<file path="src/rtl/bin2bcd_pkg.sv">
// Shared definitions for the sequential binary-to-BCD converter:
// FSM state encoding, the decoder's blank-digit code and a counter-width helper.
package bin2bcd_pkg;

  typedef enum logic {
    IDLE = 1'b0,
    CONV = 1'b1
  } state_t;

  // Nibble value the seven-segment decoder renders as an unlit digit
  localparam logic [3:0] BCD_BLANK = 4'hF;

  // Bits needed to hold an iteration count running from width down to 0
  function automatic int cntWidth(input int width);
    return $clog2(width + 1);
  endfunction

endpackage

</file>
<file path="src/rtl/bin2bcd_seq_if.sv">
// Request/result bundle between a client and the binary-to-BCD converter.
// The client raises start with bin; the converter answers with busy, a done
// pulse and the packed BCD result.
interface bin2bcd_seq_if #(
  parameter int WIDTH  = 10,
  parameter int DIGITS = 4
);

  logic                  start;
  logic [WIDTH-1:0]      bin;
  logic                  busy;
  logic                  done;
  logic [4*DIGITS-1:0]   bcd;

  modport master (
    output start,
    output bin,
    input  busy,
    input  done,
    input  bcd
  );

  modport slave (
    input  start,
    input  bin,
    output busy,
    output done,
    output bcd
  );

endinterface

</file>
<file path="src/rtl/bcd_add3.sv">
// Single-digit correction step of the double-dabble algorithm: a digit that
// would overflow past 9 after the next doubling is pre-adjusted by +3.
module bcd_add3 (
  input  logic [3:0] din,
  output logic [3:0] dout
);

  // Add 3 to digits of 5 or more; the 4-bit sum never needs a carry out
  always_comb begin
    dout = din;
    if (din >= 4'd5) begin
      dout = din + 4'd3;
    end
  end

endmodule

</file>
<file path="src/rtl/bin2bcd_seq.sv">
// Sequential binary-to-BCD converter (shift-and-add-3), one input bit per
// clock. Feeds the seven-segment decoder bank; leading zero digits can be
// replaced by the decoder's blank code so unused digits stay dark.
module bin2bcd_seq
  import bin2bcd_pkg::*;
#(
  parameter int WIDTH    = 10,
  parameter int DIGITS   = 4,
  parameter int BLANK_LZ = 1
) (
  input logic          clk,
  input logic          rst,
  bin2bcd_seq_if.slave bus
);

  localparam int CW = cntWidth(WIDTH);
  localparam int BW = 4 * DIGITS;
  localparam logic [CW-1:0] CNT_LOAD = CW'(WIDTH);
  localparam logic [CW-1:0] CNT_ONE  = CW'(1);

  state_t           state;
  state_t           stateNext;
  logic             load;
  logic             step;
  logic             last;

  logic [WIDTH-1:0] shiftReg;
  logic [BW-1:0]    scratch;
  logic [CW-1:0]    count;
  logic [BW-1:0]    bcdReg;
  logic             doneReg;

  logic [BW-1:0]    adjusted;
  logic [BW-1:0]    shifted;
  logic [BW-1:0]    blanked;
  logic [BW-1:0]    result;
  logic             leading;

  // One +3 corrector per scratch digit, all working in parallel each cycle
  for (genvar d = 0; d < DIGITS; d++) begin : gAdd
    bcd_add3 uAdd (
      .din  (scratch[4*d +: 4]),
      .dout (adjusted[4*d +: 4])
    );
  end

  // State register; reset drops any conversion in flight
  always_ff @(posedge clk) begin
    if (rst) begin
      state <= IDLE;
    end else begin
      state <= stateNext;
    end
  end

  // Next-state and datapath strobes: accept start only when idle, run one
  // iteration per cycle in CONV and leave after the iteration with count 1
  always_comb begin
    stateNext = state;
    load      = 1'b0;
    step      = 1'b0;
    last      = 1'b0;
    case (state)
      IDLE: begin
        if (bus.start) begin
          load      = 1'b1;
          stateNext = CONV;
        end
      end
      CONV: begin
        step = 1'b1;
        if (count == CNT_ONE) begin
          last      = 1'b1;
          stateNext = IDLE;
        end
      end
    endcase
  end

  // Adjusted scratch shifted left with the next binary bit entering at the
  // bottom; the top bit falls off, which the digit-count sizing makes safe
  always_comb begin
    shifted = (adjusted << 1) | BW'(shiftReg[WIDTH-1]);
  end

  // Blank zero digits from the top down until the first nonzero one;
  // the units digit always shows so a zero result still reads as 0
  always_comb begin
    blanked = shifted;
    leading = 1'b1;
    for (int i = DIGITS - 1; i >= 1; i--) begin
      if (leading && (shifted[4*i +: 4] == 4'd0)) begin
        blanked[4*i +: 4] = BCD_BLANK;
      end else begin
        leading = 1'b0;
      end
    end
  end

  // Choose between blanked and plain BCD for the output write
  always_comb begin
    result = (BLANK_LZ != 0) ? blanked : shifted;
  end

  // Shift/scratch/counter iteration plus the registered result and done pulse;
  // bcd keeps its previous value until a conversion completes
  always_ff @(posedge clk) begin
    if (rst) begin
      shiftReg <= '0;
      scratch  <= '0;
      count    <= '0;
      bcdReg   <= '0;
      doneReg  <= 1'b0;
    end else begin
      doneReg <= 1'b0;
      if (load) begin
        shiftReg <= bus.bin;
        scratch  <= '0;
        count    <= CNT_LOAD;
      end else if (step) begin
        shiftReg <= shiftReg << 1;
        scratch  <= shifted;
        count    <= count - CNT_ONE;
        if (last) begin
          bcdReg  <= result;
          doneReg <= 1'b1;
        end
      end
    end
  end

  assign bus.busy = (state == CONV);
  assign bus.done = doneReg;
  assign bus.bcd  = bcdReg;

endmodule

</file>
<file path="src/flat_wrapper.sv">
// flat-port wrapper written by rule: the top's interface ports become plain ports
module bin2bcd_seq_flat import bin2bcd_pkg::*;
#(
  parameter int WIDTH    = 10,
  parameter int DIGITS   = 4,
  parameter int BLANK_LZ = 1
)
  (clk, rst, bus_start, bus_bin, bus_busy, bus_done, bus_bcd);
  bin2bcd_seq_if #(.WIDTH(WIDTH), .DIGITS(DIGITS)) bus_i ();
  input logic clk;
  input logic rst;
  input wire logic [$bits(bus_i.start)-1:0] bus_start;
  input wire logic [$bits(bus_i.bin)-1:0] bus_bin;
  output wire logic [$bits(bus_i.busy)-1:0] bus_busy;
  output wire logic [$bits(bus_i.done)-1:0] bus_done;
  output wire logic [$bits(bus_i.bcd)-1:0] bus_bcd;
  assign bus_i.start = bus_start;
  assign bus_i.bin = bus_bin;
  assign bus_busy = bus_i.busy;
  assign bus_done = bus_i.done;
  assign bus_bcd = bus_i.bcd;
  bin2bcd_seq #(.WIDTH(WIDTH), .DIGITS(DIGITS), .BLANK_LZ(BLANK_LZ)) u_core (.clk(clk), .rst(rst), .bus(bus_i));
endmodule
</file>
<file path="config.mk">
export PLATFORM = sky130hd
export DESIGN_NAME = bin2bcd_seq_flat
export DESIGN_NICKNAME = d
export VERILOG_FILES = /design/src/rtl/bin2bcd_pkg.sv /design/src/rtl/bin2bcd_seq_if.sv /design/src/rtl/bcd_add3.sv /design/src/rtl/bin2bcd_seq.sv /design/src/flat_wrapper.sv
export SDC_FILE = /design/constraint.sdc
export NUM_CORES = 1
export LEC_CHECK = 0
export CAP_MARGIN = 0
export CORE_ASPECT_RATIO = 1.2
export CORE_UTILIZATION = 25
export CTS_CLUSTER_DIAMETER = 150
export CTS_CLUSTER_SIZE = 8
export DETAILED_ROUTE_END_ITERATION = 8
export PLACE_DENSITY_LB_ADDON = 0.15
export RECOVER_POWER = 50
export SLEW_MARGIN = 30
export SYNTH_ARGS = -nofsm -noshare
export SYNTH_HDL_FRONTEND = slang
export SYNTH_SLANG_ARGS = --single-unit
</file>
<file path="constraint.sdc">
create_clock -name clk -period 2.3 [get_ports clk]
set_input_delay 0.575 -clock clk [delete_from_list [all_inputs] [get_ports clk]]
set_output_delay 0.575 -clock clk [all_outputs]
set_load 0.005 [all_outputs]
</file>
[Word level (Yosys, flattened, before mapping)]
Index checks and enable logic that the tools add are counted.
Storage, ports and cells
  output and inout port bits: 18
  register bits: 48
  word-level logic and storage cells: 51
Operators by class
  bitwise gates (word level): 4
  $lt $le $gt $ge: 4
  eq/ne operators: 1
  $add $sub $neg: 5
  reduce and logical (&&, ||, !) cells: 9
  mux-type cells: 21
Operators by type and width (count)
  two-way mux 4 bit: 8
  two-way mux 10 bit: 2
  greater-or-equal comparator 4 x 3 -> 1 bit (second input constant): 4
  OR 16 x 1 -> 16 bit: 1
  adder 4 x 2 -> 4 bit (second input constant): 3
  logical NOT 4 bit: 3
  two-way mux 1 bit: 9
  equality test 4 x 1 -> 1 bit (second input constant): 1
  subtractor 4 x 1 -> 4 bit (second input constant): 1
  adder 3 x 2 -> 3 bit (second input constant): 1
  two-way mux 3 bit: 1
  NOT 1 bit: 3
  AND reduction 3 bit: 1
  OR reduction 3 bit: 1
  logical AND 1 bit: 2
  case mux 1 bit (2 select lines): 1
  nonzero test 2 bit: 1
  OR reduction 2 bit: 1

[Logic depth before layout (Yosys ltp)]
Gate-level depths: netlist of run 1.
  depth in word-level cells: 9
  gate-level depth with buffers: 8
  gate-level depth less buffers: 7

[Modules after synthesis]
A second synthesis of run 1 with hierarchy kept.
Second synthesis, totals
  cells, all modules: 276
  area total of the unflattened synthesis: 2366.0 µm²
By module, submodules not included
  bin2bcd_seq: area an instance 1960.6 µm², cells an instance 212, times used 1
  bcd_add3: area an instance 101.3 µm², cells an instance 16, times used 4

[Worst setup path after synthesis of run 1]
OpenSTA, ideal clock, no wires.
  path type: register to register
  start: register u_core.scratch[8]
  end: register u_core.bcdReg[11] (netlist: u_core.bus.bcd[11])
  path slack: 531 ps
  data required time: 2209 ps
  arrival: 1678 ps
  clock period less this slack: 1769 ps
  path buffers: 0
  stages on the path, launching flop included: 8
  cells stage by stage: dfxtp_1 -> inv_1 -> ha_1 -> and2b_1 -> o21bai_2 -> and3_1 -> o2111ai_4 -> a311oi_1
Between the ends
  word-level cells in the longest chain between the ends: 7
Ends and longest elaborated chain
  from (decl): RTL line bin2bcd_seq.sv:28  | logic [BW-1:0] scratch;
  from (signal assigned): RTL line bin2bcd_seq.sv:122  | scratch <= shifted;
  adder 4 x 2 -> 4 bit / greater-or-equal comparator 4 x 3 -> 1 bit (equally long branches): RTL line bcd_add3.sv:12, bcd_add3.sv:11
  two-way mux 4 bit (*): RTL line bcd_add3.sv:11  | if (din >= 4'd5) begin
  OR 16 x 1 -> 16 bit (*): RTL line bin2bcd_seq.sv:83  | shifted = (adjusted << 1) | BW'(shiftReg[WIDTH-1]);
  logical NOT 4 bit: RTL line bin2bcd_seq.sv:92  | if (leading && (shifted[4*i +: 4] == 4'd0)) begin
  two-way mux 1 bit: RTL line bin2bcd_seq.sv:92
  logical AND 1 bit: RTL line bin2bcd_seq.sv:92
  two-way mux 4 bit (*): RTL line bin2bcd_seq.sv:92
  to (signal assigned): RTL line bin2bcd_seq.sv:125  | bcdReg <= result;
  to (decl): RTL line bin2bcd_seq.sv:30  | logic [BW-1:0] bcdReg;
Every way passes the cells marked *; elsewhere a longest branch is shown, timed or not.
A chain may end at the register's enable or synchronous reset.

[Worst setup path after layout of run 1]
  start: register u_core.scratch[8]
  end: register u_core.bcdReg[8] (netlist: u_core.bus.bcd[8])
Between the ends
  word-level cells in the longest chain between the ends: 7
Ends and longest elaborated chain (RTL line)
  adder 4 x 2 -> 4 bit / greater-or-equal comparator 4 x 3 -> 1 bit (equally long branches): bcd_add3.sv:12, bcd_add3.sv:11
  two-way mux 4 bit (*): bcd_add3.sv:11
  OR 16 x 1 -> 16 bit (*): bin2bcd_seq.sv:83
  logical NOT 4 bit: bin2bcd_seq.sv:92
  two-way mux 1 bit: bin2bcd_seq.sv:92
  logical AND 1 bit (*): bin2bcd_seq.sv:92
  two-way mux 4 bit (*): bin2bcd_seq.sv:92
Marked as above.

==> Implementation_results.wiki, run 1 <==
{| class="wikitable"
! Metric !! Value
|-
| Width of the die || 91.1 µm
|-
| Highest-count cells in the layout ignoring fill and taps || 56 x nor2_1, 47 x dfxtp_1, 26 x clkdlybuf4s50_1, 21 x a21oi_1, 20 x mux2i_1
|-
| Vias after detailed routing || 1947
|-
| Arr. time, crit path || 2.20 ns
|-
| Mean area per synthesized cell || 8.48 µm²
|-
| CTS buffer count || 5
|-
| CTS clk-pin slew, worst paths || 0.09 ns
|-
| Post-route antenna net violation count || 0
|-
| Synth Flop Type || dfxtp_1
|-
| DRC violations left || 0
|-
| Overall fraction of global-route tracks in use || 0.113
|-
| Global routing usage on met3 || 0.0293
|-
| Status || complete, no violations
|-
| Cts hold-fix bufs || 0
|-
| Number of setup buffers added after CTS || 0
|-
| Synth Net Count || 304
|-
| Worst slack after detailed placement || 0.319 ns
|-
| Vias in the first global route || 1868
|-
| Worst setup path start || u_core.scratch[8]$_SDFFE_PP0P_
|-
| Cell at the root of the clock tree || clkbuf_8
|-
| Critical setup path kind || reg -> reg
|-
| Total power || 1.80 mW
|-
| Summed instance area of the synthesized netlist || 0.00238 mm²
|-
| Minimum period implied by the final worst setup slack || 1.98 ns
|-
| Power density normalized to cell area || 609 mW/mm²
|-
| Setup clock skew after layout || 0.00535 ns
|-
| Clock tree from TritonCTS || built
|-
| Growth of design area from synthesis to finish || 24.2%
|-
| Post-detailed-routing wire length || 5270 µm
|-
| Number of distinct library cells after synthesis || 39
|-
| Number of nets in the layout || 334
|-
| Hold crit path type || reg -> reg
|-
| Via-per-instance ratio || 4.51
|-
| Vert. Die Dim || 109 µm
|-
| Share of synthesized cell area in full adder, half adder and majority cells || 0.0525
|-
| Setup violations, final || 0
|-
| Initial antenna violation count || 0
|-
| Final sum of negative setup slack || 0 ns
|-
| Core Box Area || 0.00913 mm²
|-
| Endpoint of the worst-slack reg-to-reg timing path || u_core.bus.bcd[8]$_SDFFE_PP0P_
|-
| First-pass iteration count of the detailed router || 4
|-
| Fraction of met1 tracks used by global routing || 0.139
|-
| Hold Vio Cnt, Final || 0
|-
| Largest net degree at the start of global routing || 26
|-
| Synth warnings || 0
|-
| Most Crowded Layer GR || met2
|-
| Slew at the pin closest to its max-slew limit || 0.841 ns
|-
| Tightest slew margin relative to the limit || 0.439
|-
| Longest Clk Path Bufs || 2
|-
| Post-Synth XOR/XNOR Area || 0.0221
|-
| Gpl congestion || 0.716
|-
| Post-route fraction of the period consumed by the critical path || 0.862
|-
| Synthesis-stage register bit count || 48
|-
| Share of synthesized registers carrying an async set or reset || 0
|-
| Count of clock tree sinks || 48
|-
| Most common library cell in the layout ignoring fill and taps || nor2_1
|-
| Depth of the most critical reg-to-reg path || 7
|-
| Hold Slack || 0.472 ns
|-
| Largest fanout on the critical path || 8
|-
| Final HPWL DP || 3830 µm
|-
| Pleak || 1.07 nW
|-
| Final-report max-slew violation count || 0
|-
| Share of the synthesized area in compound gates (AO/OA/AOI/OAI) || 0.178
|-
| Sequential-to-total area share from yosys stat || 0.403
|-
| Total number of placement rows || 38
|-
| Required arrival time at the worst endpoint || 2.52 ns
|-
| Setup slack on the worst flop-to-flop path || 0.32 ns
|-
| Ratio of cells with drive above 1 in the final layout || 0.0737
|-
| Crit path launch type || flop
|-
| Number of H-tree levels || 2
|-
| Max-capacitance violation count || 0
|-
| Area enclosed by the die boundary || 0.00993 mm²
|-
| Number of top-level pins || 31
|-
| First-pass GRT wire length || 8890 µm
|-
| Largest vdd supply drop || 0.264 mV
|-
| Initial cell density of the core || 0.261
|-
| Unrepaired setup endpoints after global routing || false
|-
| Post_cts resized || 0
|-
| Average detailed-routed wire length per instance || 12.2 µm
|-
| Met2 Track Usage GR || 0.194
|-
| Fmax || 0.504 GHz
|-
| Crit path setup slack, layout || 0.317 ns
|-
| Start of the worst register-to-register path || u_core.scratch[8]$_SDFFE_PP0P_
|-
| Clock latency on the worst-skew pair || 0.30 ns
|-
| Simple-gate area share of the yosys netlist || 0.202
|-
| Dominant combinational cell family by area after synthesis || simple AND/OR/NAND/NOR gates
|-
| Multiplexer area fraction after synthesis || 0.0935
|-
| ANT cells || 0
|-
| Number of input and output port buffers inserted || 30
|-
| Endpoint class of the critical path || flop
|-
| CP endpoint || u_core.bus.bcd[8]$_SDFFE_PP0P_
|-
| Iteration-0 DRC count of the detailed router || 79
|-
| Post-synth EDFFs || 0
|-
| Global route overflow || 0
|-
| Syn Inst Count || 281
|}
-- cells in the mapped netlist, types with 2 or more instances --
library cell,instances,share of area
buf_2,6,0.013
a31oi_1,2,0.0053
dfxtp_1,48,0.40
o21ai_0,3,0.0063
clkbuf_1,9,0.014
nand2_1,18,0.028
nand3_1,5,0.011
and2_1,2,0.0053
and2_0,2,0.0053
and3b_1,2,0.0074
mux2i_1,20,0.084
ha_1,10,0.053
nor3b_1,4,0.013
nor2_1,56,0.088
buf_1,2,0.0032
xnor2_1,5,0.018
nand2b_1,4,0.011
o21ai_1,9,0.019
a311oi_1,7,0.026
a211oi_1,9,0.028
nor3_1,8,0.017
a21oi_1,21,0.044
a211o_1,3,0.011
inv_1,11,0.017
-- cell families (layout without fill, tap and decap cells) --
logic type / Yosys count / count (layout)
compound gates: 61 / 61
xor+xnor: 6 / 6
fa+ha+maj: 10 / 10
buf+inv: 29 / 60
flops: 48 / 48
mux: 21 / 21
simple gates: 106 / 106
-- metal layers --
metal,routed length [µm],part of all wire
met1,2440,0.46
met3,219,0.042
met5,0,0
met4,68,0.013
met2,2540,0.48
-- cell type report --
| class | count | area (µm²) |
|---|---|---|
| multi-input cells | 204 | 1320 |
| clock buffers | 6 | 72.6 |
| inverters | 12 | 45.0 |
| clock inverters | 2 | 35.0 |
| fillers | 997 | 6170 |
| repair buffers | 40 | 374 |
| flip-flops and latches | 48 | 962 |
| well taps | 120 | 150 |
-- power by group --
| part | internal, mW | leakage (nW) | switching, mW | total, mW |
|---|---|---|---|---|
| registers | 0.868 | 0.391 | 0.0329 | 0.901 |
| clock network | 0.323 | 0.0552 | 0.289 | 0.612 |
| logic | 0.138 | 0.628 | 0.151 | 0.289 |
| total | 1.33 | 1.07 | 0.473 | 1.80 |
-- registers in the layout, summed over array words and instances, names as in the netlist --
name / count
u_core.shiftReg: 10
u_core.count: 4
u_core.bus.done: 1
u_core.bus.bcd: 16
u_core.scratch: 16
u_core.bus.busy: 1
-- worst max-delay path, cell delays in order (launching register included) --
cell and delay (ns):
dfxtp_1 0.44, inv_1 0.10, ha_1 0.23, and2b_1 0.19, o21bai_2 0.21, and3_1 0.24
o2111ai_4 0.19, a311oi_1 0.29
-- how the worst min path moves through the flow --
stage | cells past startpoint | endpoint | slack, ns | from
after floorplan | 2 | u_core.bus.bcd[0]$_SDFFE_PP0P_ | 0.44 | u_core.shiftReg[9]$_SDFFE_PP0P_
after global placement | 2 | u_core.bus.bcd[2]$_SDFFE_PP0P_ | 0.46 | u_core.bus.bcd[2]$_SDFFE_PP0P_
after detailed placement | 2 | u_core.bus.bcd[2]$_SDFFE_PP0P_ | 0.46 | u_core.bus.bcd[2]$_SDFFE_PP0P_
after CTS | 2 | u_core.bus.bcd[2]$_SDFFE_PP0P_ | 0.47 | u_core.bus.bcd[2]$_SDFFE_PP0P_
after global routing | 2 | u_core.bus.bcd[0]$_SDFFE_PP0P_ | 0.50 | u_core.bus.bcd[0]$_SDFFE_PP0P_
final | 2 | u_core.bus.bcd[2]$_SDFFE_PP0P_ | 0.47 | u_core.bus.bcd[2]$_SDFFE_PP0P_
-- metrics by stage --
stage          instance area, µm²   util  std cells
4_1_cts                      2970  0.326        432
3_3_place_gp                 2870  0.314        424
2_1_floorplan                2380      -        281
5_1_grt                      2960  0.324        432
6_report                     2960  0.324        432
3_5_place_dp                 2870  0.314        424
No activity file was read; power rests on OpenSTA's default activity.
==> run 2, diff against run 1 <==
--- a/config.mk
+++ b/config.mk
@@ -7,7 +7,7 @@
 export LEC_CHECK = 0
 export CAP_MARGIN = 0
 export CORE_ASPECT_RATIO = 1.2
-export CORE_UTILIZATION = 25
+export CORE_UTILIZATION = 55
 export CTS_CLUSTER_DIAMETER = 150
 export CTS_CLUSTER_SIZE = 8
 export DETAILED_ROUTE_END_ITERATION = 8
==> constraint.sdc (replaced) <==
create_clock -name clk -period 2.1 [get_ports clk]
set_input_delay 0.525 -clock clk [delete_from_list [all_inputs] [get_ports clk]]
set_output_delay 0.525 -clock clk [all_outputs]
set_load 0.005 [all_outputs]
==> run 2 against run 1 <==
Effect of this change: global-route usage up 11 points; worst hold slack worse by 0.013 ns; flip-flop and latch count unchanged; clock skew down 0.0016 ns; sequential power up 9.8%; core utilization up 39 points; non-clock buffer count up 1; combinational power up 8.7%; sequential share of layout area up 1.1 points; cell area down 3.2%; critical endpoint is now bus_busy; highest routed layer unchanged.
==> Implementation_results.wiki, run 2 (synthesis gave the netlist of run 1 again) <==
{| class="wikitable"
! Metric !! Value
|-
| Number of input and output port buffers inserted || 30 (unchanged)
|-
| Number of setup buffers added after CTS || 0 (unchanged)
|-
| Post-detailed-routing wire length || 4620 µm (was 5270 µm)
|-
| Largest net degree at the start of global routing || 34 (was 26)
|-
| Final sum of negative setup slack || 0 ns (unchanged)
|-
| Fmax || 0.506 GHz
|-
| Vias in the first global route || 1772 (was 1868)
|-
| Width of the die || 62.1 µm (was 91.1 µm)
|-
| Area enclosed by the die boundary || 0.00460 mm² (was 0.00993 mm²)
|-
| Required arrival time at the worst endpoint || 1.57 ns (was 2.52 ns)
|-
| Number of nets in the layout || 335 (was 334)
|-
| Final HPWL DP || 3410 µm (was 3830 µm)
|-
| Core Box Area || 0.00404 mm² (was 0.00913 mm²)
|-
| Setup violations, final || 0 (unchanged)
|-
| Global route overflow || 0 (unchanged)
|-
| Gpl congestion || 0.891 (was 0.716)
|-
| First-pass iteration count of the detailed router || 4 (unchanged)
|-
| Highest-count cells in the layout ignoring fill and taps || 56 x nor2_1, 47 x dfxtp_1, 27 x clkdlybuf4s50_1, 21 x a21oi_1, 20 x mux2i_1 (was 56 x nor2_1, 47 x dfxtp_1, 26 x clkdlybuf4s50_1, 21 x a21oi_1, 20 x mux2i_1)
|-
| Largest fanout on the critical path || 13 (was 8)
|-
| Pleak || 1.07 nW (about the same)
|-
| Arr. time, crit path || 1.45 ns (was 2.20 ns)
|-
| Vias after detailed routing || 1975 (was 1947)
|-
| First-pass GRT wire length || 7800 µm (was 8890 µm)
|-
| DRC violations left || 0 (unchanged)
|-
| Via-per-instance ratio || 5.40 (was 4.51)
|-
| Clock latency on the worst-skew pair || 0.29 ns (was 0.30 ns)
|-
| Clock tree from TritonCTS || built (unchanged)
|-
| Cells along the critical path || buf_6, clkdlybuf4s50_1 (was inv_1, ha_1, and2b_1, o21bai_2, and3_1, o2111ai_4, a311oi_1)
|-
| Slew at the pin closest to its max-slew limit || 0.449 ns (was 0.841 ns)
|-
| Largest vdd supply drop || 0.529 mV (was 0.264 mV)
|-
| Unrepaired setup endpoints after global routing || false (unchanged)
|-
| Slowest CP cell || clkdlybuf4s50_1 (was dfxtp_1)
|-
| Cell class contributing the biggest share of worst-path delay || buffers and inverters (was compound AO/OA/AOI/OAI gates)
|-
| Status || complete, no violations (unchanged)
|-
| Hold crit path type || reg -> reg (unchanged)
|-
| Setup clock skew after layout || 0.00375 ns (was 0.00535 ns)
|-
| CTS clk-pin slew, worst paths || 0.08 ns (was 0.09 ns)
|-
| Max-capacitance violation count || 0 (unchanged)
|-
| Hold Vio Cnt, Final || 0 (unchanged)
|-
| Critical setup path kind || reg -> out (was reg -> reg)
|-
| Most common library cell in the layout ignoring fill and taps || nor2_1 (unchanged)
|-
| Vert. Die Dim || 74.1 µm (was 109 µm)
|-
| Post-route antenna net violation count || 0 (unchanged)
|-
| Maximum single-stage delay on the critical path || 0.53 ns (was 0.44 ns)
|-
| ANT cells || 0 (unchanged)
|-
| Post-layout instance area || 0.00286 mm² (was 0.00296 mm²)
|-
| Ratio of cells with drive above 1 in the final layout || 0.0769 (was 0.0737)
|-
| Longest Clk Path Bufs || 2 (unchanged)
|-
| Overall fraction of global-route tracks in use || 0.228 (was 0.113)
|-
| Crit path launch type || flop (unchanged)
|-
| Average detailed-routed wire length per instance || 12.6 µm (was 12.2 µm)
|-
| Endpoint class of the critical path || output pin (was flop)
|-
| Placed standard-cell area || 0.00279 mm² (was 0.00287 mm²)
|-
| Initial cell density of the core || 0.590 (was 0.261)
|-
| Iteration-0 DRC count of the detailed router || 72 (was 79)
|-
| Number of placed instances, taps included || 359 (was 424)
|-
| Total number of placement rows || 25 (was 38)
|-
| Post-route fraction of the period consumed by the critical path || 0.941
|-
| Bufs and invs on worst path || 2 (was 1)
|-
| Hold Slack || 0.460 ns (was 0.472 ns)
|-
| Worst slack after detailed placement || 0.177 ns (was 0.319 ns)
|-
| Tightest slew margin relative to the limit || 0.701 (was 0.439)
|-
| Initial antenna violation count || 0 (unchanged)
|-
| CTS buffer count || 5 (unchanged)
|-
| Growth of design area from synthesis to finish || 20.2% (was 24.2%)
|-
| Cell at the root of the clock tree || clkbuf_8 (unchanged)
|-
| Power density normalized to cell area || 634 mW/mm² (was 609 mW/mm²)
|-
| Final Instance Count excl. Fillers || 366 (was 432)
|-
| Number of top-level pins || 31 (unchanged)
|-
| Final-report max-slew violation count || 0 (unchanged)
|-
| Count of clock tree sinks || 48 (unchanged)
|-
| Minimum period implied by the final worst setup slack || 1.98 ns
|-
| Number of H-tree levels || 2 (unchanged)
|-
| Crit path setup slack, layout || 0.123 ns (was 0.317 ns)
|-
| Filler instances || 320 (was 997)
|}
## run 2: cell count changes in the layout (fill, tap and decap cells not counted), sizes merged
cell,delta
clkbuf,-2
buf,+3
clkdlybuf4s50,+1
dlygate4sd3,-1
bufinv,-1
## run 2: stage by stage
stage | power, mW | util
final | 1.82 | 0.710
after global routing | 1.91 | 0.710
after CTS | 1.84 | 0.711
after detailed placement | 1.33 | 0.691
after global placement | 1.32 | 0.691
after floorplan | 1.22 | -
## run 2: worst register-to-register path: stages, from the launching register on
cell	delay [ns]
dfxtp_1	0.43
inv_1	0.10
ha_1	0.23
and2b_1	0.18
o21bai_2	0.20
and3_1	0.23
o2111ai_4	0.18
a311oi_1	0.29
## run 2: area by class of cell
type / instances / area (µm²) / area share
clock buffers: 6 / 72.6 / 0.0253
clock inverters: 1 / 5.00 / 0.00175
flip-flops and latches: 48 / 962 / 0.336
multi-input cells: 204 / 1320 / 0.461
well taps: 54 / 67.6 / 0.0236
inverters: 12 / 45.0 / 0.0157
repair buffers: 41 / 392 / 0.137
## run 2: report_power, final
| group | internal [mW] | leakage [nW] | switching [mW] | total (mW) |
|---|---|---|---|---|
| clock network | 0.227 | 0.0410 | 0.287 | 0.513 |
| logic | 0.154 | 0.641 | 0.160 | 0.314 |
| registers | 0.951 | 0.391 | 0.0383 | 0.989 |
| total | 1.33 | 1.07 | 0.485 | 1.82 |
## run 2: path summary, 6_finish.rpt
path / from / endpoint / slack (ns) / depth (start not counted)
worst max-delay path: u_core.bus.busy$_SDFF_PP0_ / bus_busy / 0.12 / 2
worst min-delay path: u_core.bus.bcd[0]$_SDFFE_PP0P_ / u_core.bus.bcd[0]$_SDFFE_PP0P_ / 0.46 / 2
worst max register to register: u_core.scratch[8]$_SDFFE_PP0P_ / u_core.bus.bcd[8]$_SDFFE_PP0P_ / 0.18 / 7
worst min register to register: u_core.bus.bcd[0]$_SDFFE_PP0P_ / u_core.bus.bcd[0]$_SDFFE_PP0P_ / 0.46 / 2
## run 2: timing repair
| action | 4_1_cts | 5_1_grt |
|---|---|---|
| endpoints found under the setup margin | 0 | 1 |
| hold buffers | 0 | 0 |
| gates resized for setup | 0 | 1 |
## run 2: layer usage
layer | vias to the layer above | part of all wire | global-route usage
li1 | 1033 | - | -
met1 | 893 | 0.46 | 0.274
met2 | 38 | 0.49 | 0.387
met3 | 11 | 0.037 | 0.0591
met4 | 0 | 0.020 | 0.0765
met5 | - | 0 | 0
==> run 3, diff against run 2 <==
--- a/config.mk
+++ b/config.mk
@@ -6,8 +6,11 @@
 export NUM_CORES = 1
 export LEC_CHECK = 0
 export CAP_MARGIN = 0
+export CELL_PAD_IN_SITES_DETAIL_PLACEMENT = 0
+export CELL_PAD_IN_SITES_GLOBAL_PLACEMENT = 1
 export CORE_ASPECT_RATIO = 1.2
-export CORE_UTILIZATION = 55
+export CORE_MARGIN = 1.5
+export CORE_UTILIZATION = 41
 export CTS_CLUSTER_DIAMETER = 150
 export CTS_CLUSTER_SIZE = 8
 export DETAILED_ROUTE_END_ITERATION = 8
==> run 3 against run 2 <==
Effect of this change: cell count is 3.3% higher; flip-flop and latch count unchanged; wire length rose by 7.9%; register-to-register slack about the same; clock skew grew 0.0055 ns; worst hold slack better by 0.0054 ns; non-clock buffer count rose by 1; via count rose by 0.46%; largest cell class unchanged.
==> Implementation_results.wiki, run 3 (synthesis gave the netlist of run 1 again) <==
{| class="wikitable"
! Metric !! Value
|-
| Status || complete, no violations (unchanged)
|-
| Pleak || 1.08 nW (was 1.07 nW)
|-
| First-pass GRT wire length || 8340 µm (was 7800 µm)
|-
| Relative contribution of sequential cells to total power || 0.526 (was 0.544)
|-
| Count of clock tree sinks || 48 (unchanged)
|-
| Global route overflow || 0 (unchanged)
|-
| Crit path launch type || flop (unchanged)
|-
| Number of top-level pins || 31 (unchanged)
|-
| Crit path setup slack, layout || 0.192 ns (was 0.123 ns)
|-
| DRC violations left || 0 (unchanged)
|-
| Worst slack after detailed placement || 0.136 ns (was 0.177 ns)
|-
| CTS clk-pin slew, worst paths || 0.09 ns (was 0.08 ns)
|-
| Clock latency on the worst-skew pair || 0.30 ns (was 0.29 ns)
|-
| Area enclosed by the die boundary || 0.00628 mm² (was 0.00460 mm²)
|-
| Combinational power share || 0.168 (was 0.173)
|-
| First-pass iteration count of the detailed router || 4 (unchanged)
|-
| Largest vdd supply drop || 0.391 mV (was 0.529 mV)
|-
| Largest fanout on the critical path || 8 (was 13)
|-
| Fmax || 0.524 GHz (was 0.506 GHz)
|-
| Number of setup buffers added after CTS || 0 (unchanged)
|-
| CTS buffer count || 5 (unchanged)
|-
| Endpoint class of the critical path || flop (was output pin)
|-
| Final HPWL DP || 3520 µm (was 3410 µm)
|-
| Vias in the first global route || 1779 (was 1772)
|-
| Average detailed-routed wire length per instance || 13.2 µm (was 12.6 µm)
|-
| Number of nets in the layout || 336 (was 335)
|-
| Critical setup path kind || reg -> reg (was reg -> out)
|-
| ANT cells || 0 (unchanged)
|-
| Total number of placement rows || 30 (was 25)
|-
| Cells along the critical path || inv_1, ha_1, and2b_1, o21bai_4, and3_1, o2111ai_4, a311oi_1 (was buf_6, clkdlybuf4s50_1)
|-
| Setup clock skew after layout || 0.00922 ns (was 0.00375 ns)
|-
| Power Internal || 1.37 mW (was 1.33 mW)
|-
| Net Switching || 0.512 mW (was 0.485 mW)
|-
| Vias after detailed routing || 1984 (was 1975)
|-
| Largest net degree at the start of global routing || 31 (was 34)
|-
| Longest Clk Path Bufs || 2 (unchanged)
|-
| Iteration-0 DRC count of the detailed router || 107 (was 72)
|-
| Bufs and invs on worst path || 1 (was 2)
|-
| Post-route antenna net violation count || 0 (unchanged)
|-
| Ratio of cells with drive above 1 in the final layout || 0.0924 (was 0.0769)
|-
| Via-per-instance ratio || 5.25 (was 5.40)
|-
| Setup violations, final || 0 (unchanged)
|-
| Final Instance Count excl. Fillers || 378 (was 366)
|-
| Hold Vio Cnt, Final || 0 (unchanged)
|-
| Core Box Area || 0.00563 mm² (was 0.00404 mm²)
|-
| Most common library cell in the layout ignoring fill and taps || nor2_1 (unchanged)
|-
| Slowest CP cell || dfxtp_1 (was clkdlybuf4s50_1)
|-
| Clock tree from TritonCTS || built (unchanged)
|-
| Cell at the root of the clock tree || clkbuf_8 (unchanged)
|-
| Clk network pwr share || 0.306 (was 0.283)
|-
| Hold crit path type || reg -> reg (unchanged)
|-
| Unrepaired setup endpoints after global routing || false (unchanged)
|-
| Slew at the pin closest to its max-slew limit || 0.799 ns (was 0.449 ns)
|-
| Initial cell density of the core || 0.423 (was 0.590)
|-
| Post-route fraction of the period consumed by the critical path || 0.908 (was 0.941)
|-
| Growth of design area from synthesis to finish || 21.7% (was 20.2%)
|-
| Total power || 1.88 mW (was 1.82 mW)
|-
| Share of the core filled with cells in the final layout || 0.515 (was 0.710)
|-
| Max-capacitance violation count || 0 (unchanged)
|-
| Overall fraction of global-route tracks in use || 0.168 (was 0.228)
|-
| Power density normalized to cell area || 650 mW/mm² (was 634 mW/mm²)
|-
| Maximum single-stage delay on the critical path || 0.42 ns (was 0.53 ns)
|-
| Number of H-tree levels || 2 (unchanged)
|-
| Width of the die || 72.6 µm (was 62.1 µm)
|-
| Final sum of negative setup slack || 0 ns (unchanged)
|-
| Vert. Die Dim || 86.5 µm (was 74.1 µm)
|-
| Highest-count cells in the layout ignoring fill and taps || 56 x nor2_1, 46 x dfxtp_1, 24 x clkdlybuf4s50_1, 21 x a21oi_1, 20 x mux2i_1 (was 56 x nor2_1, 47 x dfxtp_1, 27 x clkdlybuf4s50_1, 21 x a21oi_1, 20 x mux2i_1)
|-
| Arr. time, crit path || 2.12 ns (was 1.45 ns)
|-
| Required arrival time at the worst endpoint || 2.31 ns (was 1.57 ns)
|-
| Cell class contributing the biggest share of worst-path delay || compound AO/OA/AOI/OAI gates (was buffers and inverters)
|-
| Final-report max-slew violation count || 0 (unchanged)
|-
| Initial antenna violation count || 0 (unchanged)
|-
| Tightest slew margin relative to the limit || 0.468 (was 0.701)
|-
| Number of input and output port buffers inserted || 30 (unchanged)
|-
| Number of placed instances, taps included || 370 (was 359)
|-
| Switching power as a share of total power || 0.272 (was 0.267)
|-
| Gpl congestion || 0.772 (was 0.891)
|-
| Post-detailed-routing wire length || 4990 µm (was 4620 µm)
|-
| Minimum period implied by the final worst setup slack || 1.91 ns (was 1.98 ns)
|}
==> run 3: worst paths after layout <==
kind | startpoint | end | slack [ns] | depth (start not counted)
hold reg to reg | u_core.bus.bcd[2]$_SDFFE_PP0P_ | u_core.bus.bcd[2]$_SDFFE_PP0P_ | 0.47 | 2
setup reg to reg | u_core.scratch[9]$_SDFFE_PP0P_ | u_core.bus.bcd[11]$_SDFFE_PP0P_ | 0.19 | 7
setup / recovery | u_core.scratch[9]$_SDFFE_PP0P_ | u_core.bus.bcd[11]$_SDFFE_PP0P_ | 0.19 | 7
hold / removal | u_core.bus.bcd[2]$_SDFFE_PP0P_ | u_core.bus.bcd[2]$_SDFFE_PP0P_ | 0.47 | 2
==> run 3: worst reg2reg max path, stage by stage (launching register included) <==
cell       delay (ns)
dfxtp_1          0.42
inv_1            0.11
ha_1             0.21
and2b_1          0.20
o21bai_4         0.18
and3_1           0.23
o2111ai_4        0.19
a311oi_1         0.29
==> run 3: routing by layer <==
layer | global-route usage | up-vias | part of all wire
met4 | 0.0566 | 0 | 0.012
li1 | - | 1036 | -
met3 | 0.0267 | 5 | 0.026
met1 | 0.222 | 914 | 0.49
met2 | 0.278 | 29 | 0.48
met5 | 0 | - | 0
==> run 3: final cells by class <==
| type | count | area (µm²) |
|---|---|---|
| fillers | 550 | 2730 |
| multi-input cells | 204 | 1330 |
| flip-flops and latches | 48 | 963 |
| repair buffers | 42 | 384 |
| clock buffers | 7 | 86.3 |
| well taps | 64 | 80.1 |
| inverters | 12 | 45.0 |
| clock inverters | 1 | 7.51 |
==> run 3: power by group through the flow <==
stage,logic [mW],clock network (mW),registers [mW]
final,0.316,0.577,0.991
after global routing,0.354,0.628,0.998
after CTS,0.324,0.603,0.991
after detailed placement,0.323,0,1.01
after global placement,0.320,0,1.01
after floorplan,0.221,0,0.999
==> run 3: per-stage QoR <==
stage	hold WS (ns)	area (µm²)
after floorplan	0.444	2380
final	0.465	2900
after global routing	0.504	2900
after CTS	0.468	2900
after global placement	0.461	2810
after detailed placement	0.453	2810
==> run 3: repair_timing <==
action,CTS,global route
resized for setup,0,3
hold buffers,0,0
endpoints found under the setup margin,0,2
